$ cat src/rtl/forward_unit_pkg.sv
// forward_unit_pkg: select codes, stage-entry record and match helper shared by forward_unit and fwd_cmp
package forward_unit_pkg;
  localparam int MAX_AW = 16;
  localparam logic [1:0] FWD_RF = 2'b00;
  localparam logic [1:0] FWD_EXMEM = 2'b01;
  localparam logic [1:0] FWD_MEMWB = 2'b10;
  typedef struct packed {
    logic valid;
    logic [MAX_AW-1:0] rd;
    logic reg_write;
    logic mem_read;
  } stage_t;
  function automatic logic hit(input logic we, input logic [MAX_AW-1:0] rd, input logic [MAX_AW-1:0] rs);
    return we && rd != '0 && rd == rs;
  endfunction
endpackage

$ cat src/rtl/fwd_cmp.sv
// fwd_cmp: operand-select code for one source register; ports ex_we/ex_rd, mem_we/mem_rd (writer stages), rs, sel
module fwd_cmp
  import forward_unit_pkg::*;
(
  input  logic              ex_we,
  input  logic [MAX_AW-1:0] ex_rd,
  input  logic              mem_we,
  input  logic [MAX_AW-1:0] mem_rd,
  input  logic [MAX_AW-1:0] rs,
  output logic [1:0]        sel
);
  // hit() rejects rd==0, so a zero source never matches; nearer stage is tested first
  assign sel = hit(ex_we, ex_rd, rs) ? FWD_EXMEM : hit(mem_we, mem_rd, rs) ? FWD_MEMWB : FWD_RF;
endmodule

$ cat src/rtl/forward_unit.sv
// forward_unit: EX/MEM/WB hazard tracking with registered operand forwarding selects and load-use stall
// ports: clk, rst (async active-low), id_* ID-stage instruction, flush, fwd_a/fwd_b, stall, stall_cnt (only with FWD_STALL_CNT_EN)
module forward_unit
  import forward_unit_pkg::*;
#(
  parameter int REG_AW = 5,
  parameter int CNT_W = 16
) (
  input  logic              clk,
  input  logic              rst,
  input  logic              id_valid,
  input  logic [REG_AW-1:0] id_rs1,
  input  logic [REG_AW-1:0] id_rs2,
  input  logic [REG_AW-1:0] id_rd,
  input  logic              id_reg_write,
  input  logic              id_mem_read,
  input  logic              flush,
  output logic [1:0]        fwd_a,
  output logic [1:0]        fwd_b,
  output logic              stall
`ifdef FWD_STALL_CNT_EN
  ,
  output logic [CNT_W-1:0]  stall_cnt
`endif
);
  if (REG_AW > MAX_AW || REG_AW < 1 || CNT_W < 1) begin : g_bad_cfg
    $error("forward_unit: unsupported REG_AW/CNT_W");
  end
  stage_t pipe [3];
  logic [MAX_AW-1:0] rs1, rs2;
  logic [1:0] sel_a, sel_b;
  logic load, ex_we, mem_we;
  stage_t id_e;
  assign rs1 = MAX_AW'(id_rs1);
  assign rs2 = MAX_AW'(id_rs2);
  assign id_e = '{valid: 1'b1, rd: MAX_AW'(id_rd), reg_write: id_reg_write, mem_read: id_mem_read};
  assign stall = id_valid && pipe[0].valid && pipe[0].mem_read && pipe[0].rd != '0 &&
                 (pipe[0].rd == rs1 || pipe[0].rd == rs2);
  assign load = id_valid && !stall && !flush;
  assign ex_we = pipe[0].valid && pipe[0].reg_write;
  assign mem_we = pipe[1].valid && pipe[1].reg_write;
  fwd_cmp u_cmp_a (.ex_we(ex_we), .ex_rd(pipe[0].rd), .mem_we(mem_we), .mem_rd(pipe[1].rd), .rs(rs1), .sel(sel_a));
  fwd_cmp u_cmp_b (.ex_we(ex_we), .ex_rd(pipe[0].rd), .mem_we(mem_we), .mem_rd(pipe[1].rd), .rs(rs2), .sel(sel_b));
  always_ff @(posedge clk or negedge rst) begin
    if (!rst) begin
      pipe[0] <= '0;
      pipe[1] <= '0;
      pipe[2] <= '0;
      fwd_a <= FWD_RF;
      fwd_b <= FWD_RF;
    end else begin
      pipe[0] <= load ? id_e : '0;
      pipe[1] <= pipe[0];
      pipe[2] <= pipe[1];
      fwd_a <= load ? sel_a : FWD_RF;
      fwd_b <= load ? sel_b : FWD_RF;
    end
  end
`ifdef FWD_STALL_CNT_EN
  always_ff @(posedge clk or negedge rst) begin
    if (!rst) stall_cnt <= '0;
    else if (stall && stall_cnt != '1) stall_cnt <= stall_cnt + 1'b1;
  end
`endif
endmodule

$ cat config.mk
export PLATFORM = sky130hd
export DESIGN_NAME = forward_unit
export DESIGN_NICKNAME = d
export VERILOG_FILES = /design/src/rtl/forward_unit_pkg.sv /design/src/rtl/fwd_cmp.sv /design/src/rtl/forward_unit.sv
export SDC_FILE = /design/constraint.sdc
export NUM_CORES = 1
export LEC_CHECK = 0
export ABC_CLOCK_PERIOD_IN_PS = 1430
export BUFFER_PORTS_ARGS = -buffer_cell sky130_fd_sc_hd__clkbuf_2
export CAP_MARGIN = 25
export CORE_MARGIN = 5
export CORE_UTILIZATION = 25
export CTS_CLUSTER_SIZE = 24
export DETAILED_ROUTE_END_ITERATION = 6
export PLACE_DENSITY = 0.56
export SLEW_MARGIN = 25
export SYNTH_ARGS = -nofsm -noshare
export SYNTH_HDL_FRONTEND = slang
export SYNTH_SLANG_ARGS = --single-unit
$ cat constraint.sdc
create_clock -name clk -period 1.43 [get_ports clk]
set_input_delay 0.2145 -clock clk [delete_from_list [all_inputs] [get_ports clk]]
set_output_delay 0.2145 -clock clk [all_outputs]
set_load 0.02 [all_outputs]
# Word-level counts from Yosys, hierarchy flattened
# Index checks and enable logic that the tools add are counted.
# totals
regBits	41
output_inout_bits	5
elab_cells	39
# classes
n_mux	7
eq_ne	4
reduce_logical	19
# ops
op	count
$eq A16 B5 Y1	4
$reduce_bool A16 Y1	2
$mux W19	1
$logic_and A1 B1 Y1	14
$mux W2	6
$logic_not A1 Y1	2
$logic_or A1 B1 Y1	1

# Depth between registers and ports, before layout
# depth
depth_word	8
ltp_mapped	6
mapped_depth_nobuf	5

# Cells and area by module
# A second synthesis with hierarchy kept.
# hier_totals
cells_unflattened	181
hier_area_um2	1626.6
# by_module_without_submodules
module	seq_area_each_um2	instances	area_each_um2	cells_each
fwd_cmp	0.0	2	430.4	56
forward_unit	475.5	1	765.7	69

# Worst setup path before layout
# Ideal clock, no wire load.
# synth_timing
path_kind	register to output
startpoint	reg pipe[44] (netlist bit)
endpoint	out stall
path_stages_with_launch	6
arrival_ns	1.254
slack_ns	-0.039
cell_sequence	dfrtp_1 -> xor2_1 -> nor3_1 -> nand3_1 -> a21oi_1 -> and2_1
# synth_via
elab_chain_cells	3
elab_cells_between_ends	6
classes_between	2 x eq/ne; 4 x reduce/logical
# synth_lines
element	line_no	source
from (decl)	forward_unit.sv:29	stage_t pipe [3];
$eq A16 B5 Y1 / $reduce_bool A16 Y1 (equally long branches)	forward_unit.sv:38, forward_unit.sv:37	
$logic_or A1 B1 Y1 / $logic_and A1 B1 Y1 (equally long branches)	forward_unit.sv:38, forward_unit.sv:37	
$logic_and A1 B1 Y1 (*)	forward_unit.sv:37	assign stall = id_valid && pipe[0].valid && pipe[0].mem_read && pipe[0].rd != '0 &&
to (decl)	forward_unit.sv:20	output logic stall
# Mark *: on every way between the ends. The rest lies on a longest branch, timed or not.

# Worst setup path after layout
# layout_timing
startpoint	reg pipe[42] (netlist bit)
endpoint	out stall
# Same word-level chain as after synthesis.

==> run_results.csv <==
group,metric,value,unit
setup_path,critPathCaptureType,"output pin",
route,antenna_left,0,
placement,io_buffers,25,
outcome,status,"finished, violations left",
timing,finClkSkew,0.00265,ns
power_and_ir_drop,clkPwrFrac,27.6,%
synthesis,ys_warn_count,0,
global_route,grt_pass1_wl,3640,um
power_and_ir_drop,p_per_area,778,nW/um^2
cts,htreeDepth,1,
setup_path,worstPathArrival,1.73,ns
power_and_ir_drop,p_total,0.00101,W
synthesis,syn_nets,101,
cts,cts_sinks,19,
synthesis,yosys-top-cells-area,"dfrtp_1, xor2_1, xnor2_1",
floorplanning,num_io_pins,26,
global_route,grt_overflow_total,0,
timing,worst_pin_slew,0.454,ns
route,dr.pass1.iters,4,
min_path,min_path_type,"primary input to flip-flop",
power_and_ir_drop,swShare,26.3,%
power_and_ir_drop,seqPwrFrac,56.3,%
global_route,grt_use_total,10.5,%
route,via_per_inst,4.18,
timing,finalWorstSetupSlack,-0.513,ns
flow_run,drv_cap,0,
timing,maxSlewViolCount,0,
global_route,grt_antenna_before_repair,0,
power_and_ir_drop,p_leak,0.605,nW
cts,path_clk_slew,0.11,ns
synthesis,synthCells,80,
final_layout,antennaDiodeCount,0,
power_and_ir_drop,vdd_drop_max,0.344,mV
synthesis,synth_top_cell_area_share,55.1,%
timing,slew_headroom,69.7,%
outcome,violations,"setup timing",
power_and_ir_drop,p_sw,0.000267,W
setup_path,critPathMaxFanout,4,
floorplanning,die_area,4730,sq um
power_and_ir_drop,p_int,0.000747,W
synthesis,syn_area_per_cell,10.8,sq um
route,drt_iter0_drc,29,
placement,dpl_cell_area,1150,sq um
route,num_vias,715,
synthesis,synth_area_leader_cell,"dfrtp_1",
cts,cts_inserted_buffers,3,
timing,rsz0062_at_grt,"yes",
synthesis,synth-seq-cells,19,
synthesis,synth_seq_area_share,55.1,%
setup_path,worstPathRequired,1.22,ns
route,postRouteWirelength,2040,um
floorplanning,initial_core_util,25.9,%
cts,clock_path_buffers,2,
cts,worstSkewPairLatency,0.30,ns
floorplanning,num_rows,21,
setup_path,start_kind,"flip-flop",
power_and_ir_drop,comb_power_share,16.1,%
route,wire_per_inst,11.9,um
timing,min_period_over_period,136,%
floorplanning,core,3340,sq um
global_route,grt_pass1_vias,792,
placement,dpl.hpwl,1580,um
final_layout,finalInstanceArea,1300,sq um
global_route,grt_max_degree,20,
timing,hold_violations,0,
timing,clock.fmax,0.515,GHz
floorplanning,die_y,68.8,um
final_layout,areaGrowthSynthToFinish,51.0,%
final_layout,drive_above_1_share,52.0,%
setup_path,critPathKind,"flip-flop to output pin",
route,drc_errors,0,
placement,routabilityCongestion,0.825,
synthesis,yosys.cell_types.count,18,
final_layout,final_core_util,39.1,%
synthesis,syn-cell-area,863,sq um
floorplanning,fp.dieW,68.8,um
cts,cts_root_buf,"clkbuf_4",
timing,setup_violations,12,
final_layout,nets,147,
timing,fin_crit,1.94,ns
cts,cts_tree,"yes",
==> critical path, cell delays in order, from the launching register on <==
cell and delay (ns):
dfrtp_1 0.43, xor2_1 0.16, nor3_1 0.23, nand3_1 0.14, a21oi_2 0.19, and2_4 0.17, buf_8 0.10
==> final timing paths <==
path / slack (ns) / startpoint / end / depth (start not counted)
setup / recovery: -0.51 / pipe[42] / stall / 6
hold / removal: 0.09 / id_rd[0] / pipe[40] / 3
setup reg to reg: -0.14 / pipe[42] / fwd_a[1] / 7
hold reg to reg: 0.42 / pipe[39] / pipe[20] / 0
max in group asynchronous: 0.75 / rst / pipe[20] / 2
min in group asynchronous: 0.38 / rst / pipe[38] / 2
==> through the flow <==
| stage | hold slack, ns | worst slack [ns] | TNS [ns] | instances |
|---|---|---|---|---|
| floorplan | -0.0811 | 0.00405 | 0 | 80 |
| detailed placement | 0.181 | -0.190 | -0.610 | 164 |
| finish | 0.0880 | -0.513 | -1.77 | 171 |
| global placement | 0.177 | -0.165 | -0.309 | 164 |
| CTS | 0.0824 | -0.484 | -1.71 | 177 |
| global route | 0.0703 | -0.614 | -2.69 | 171 |
==> cell usage after synthesis <==
| cell type | number |
|---|---|
| dfrtp_1 | 19 |
| xor2_1 | 11 |
| nor2_1 | 10 |
| xnor2_1 | 9 |
| nand2_1 | 8 |
| nand3_1 | 5 |
| nor3_1 | 5 |
| nor4_1 | 3 |
| a21oi_1 | 1 |
| and2_1 | 1 |
| buf_2 | 1 |
| buf_4 | 1 |
| nand2b_1 | 1 |
| nor2b_1 | 1 |
| o2111ai_1 | 1 |
| o2111ai_2 | 1 |
| o21ai_1 | 1 |
| or4_4 | 1 |
==> flip-flops by register name (all words and copies together) (netlist names) <==
name	flops
pipe	15
fwd_a	2
fwd_b	2
==> layer usage <==
layer	wire length (um)	vias to the layer above	global-route usage (%)	share of wire [%]
met5	0	-	0	0
met4	36	0	4.38	1.8
met3	108	4	3.08	5.3
met2	1050	19	17.2	52
met1	836	337	12.8	41
li1	-	355	-	-
==> final cells by class <==
| class | instances | area (sq um) |
|---|---|---|
| Fill cell | 354 | 2030 |
| Sequential cell | 19 | 475 |
| Multi-Input combinational cell | 59 | 460 |
| Timing Repair Buffer | 43 | 280 |
| Tap cell | 46 | 57.6 |
| Clock buffer | 3 | 22.5 |
| Clock inverter | 1 | 7.51 |
==> power by group through the flow <==
stage | logic [W] | clock network [W] | registers, W
floorplan | 0.0000636 | 0 | 0.000579
global placement | 0.000147 | 0 | 0.000579
detailed placement | 0.000149 | 0 | 0.000580
CTS | 0.000169 | 0.000284 | 0.000570
global route | 0.000182 | 0.000321 | 0.000574
finish | 0.000163 | 0.000280 | 0.000571
==> timing repair <==
action	in CTS	in global routing
hold buffers	1	0
gates cloned	1	0
endpoints found under the setup margin	12	13
resized for setup	20	11
hold endpoints to repair	19	0
buffers inserted	9	2
pin swaps	17	5
==> cell usage in the layout (no fill, tap or decap), drive strengths merged <==
cell and instances:
clkbuf 27, dfrtp 19, buf 18, xor2 11, nor2 10, xnor2 9
nand2 8, nor3 5, nand3 5, nor4 3, o2111ai 2, a21oi 1
and2 1, nand2b 1, nor2b 1, or4 1, o21ai 1, clkinvlp 1
dlygate4sd3 1
==> kinds of logic (layout without fill, tap and decap cells) <==
group | Yosys count | in the layout | synth area share [%]
buf+inv | 2 | 47 | 1.45
flops | 19 | 19 | 55.1
xor+xnor | 20 | 20 | 20.3
compound gates | 4 | 4 | 3.91
simple gates | 35 | 35 | 19.3
No activity file was read; power rests on OpenSTA's default activity.
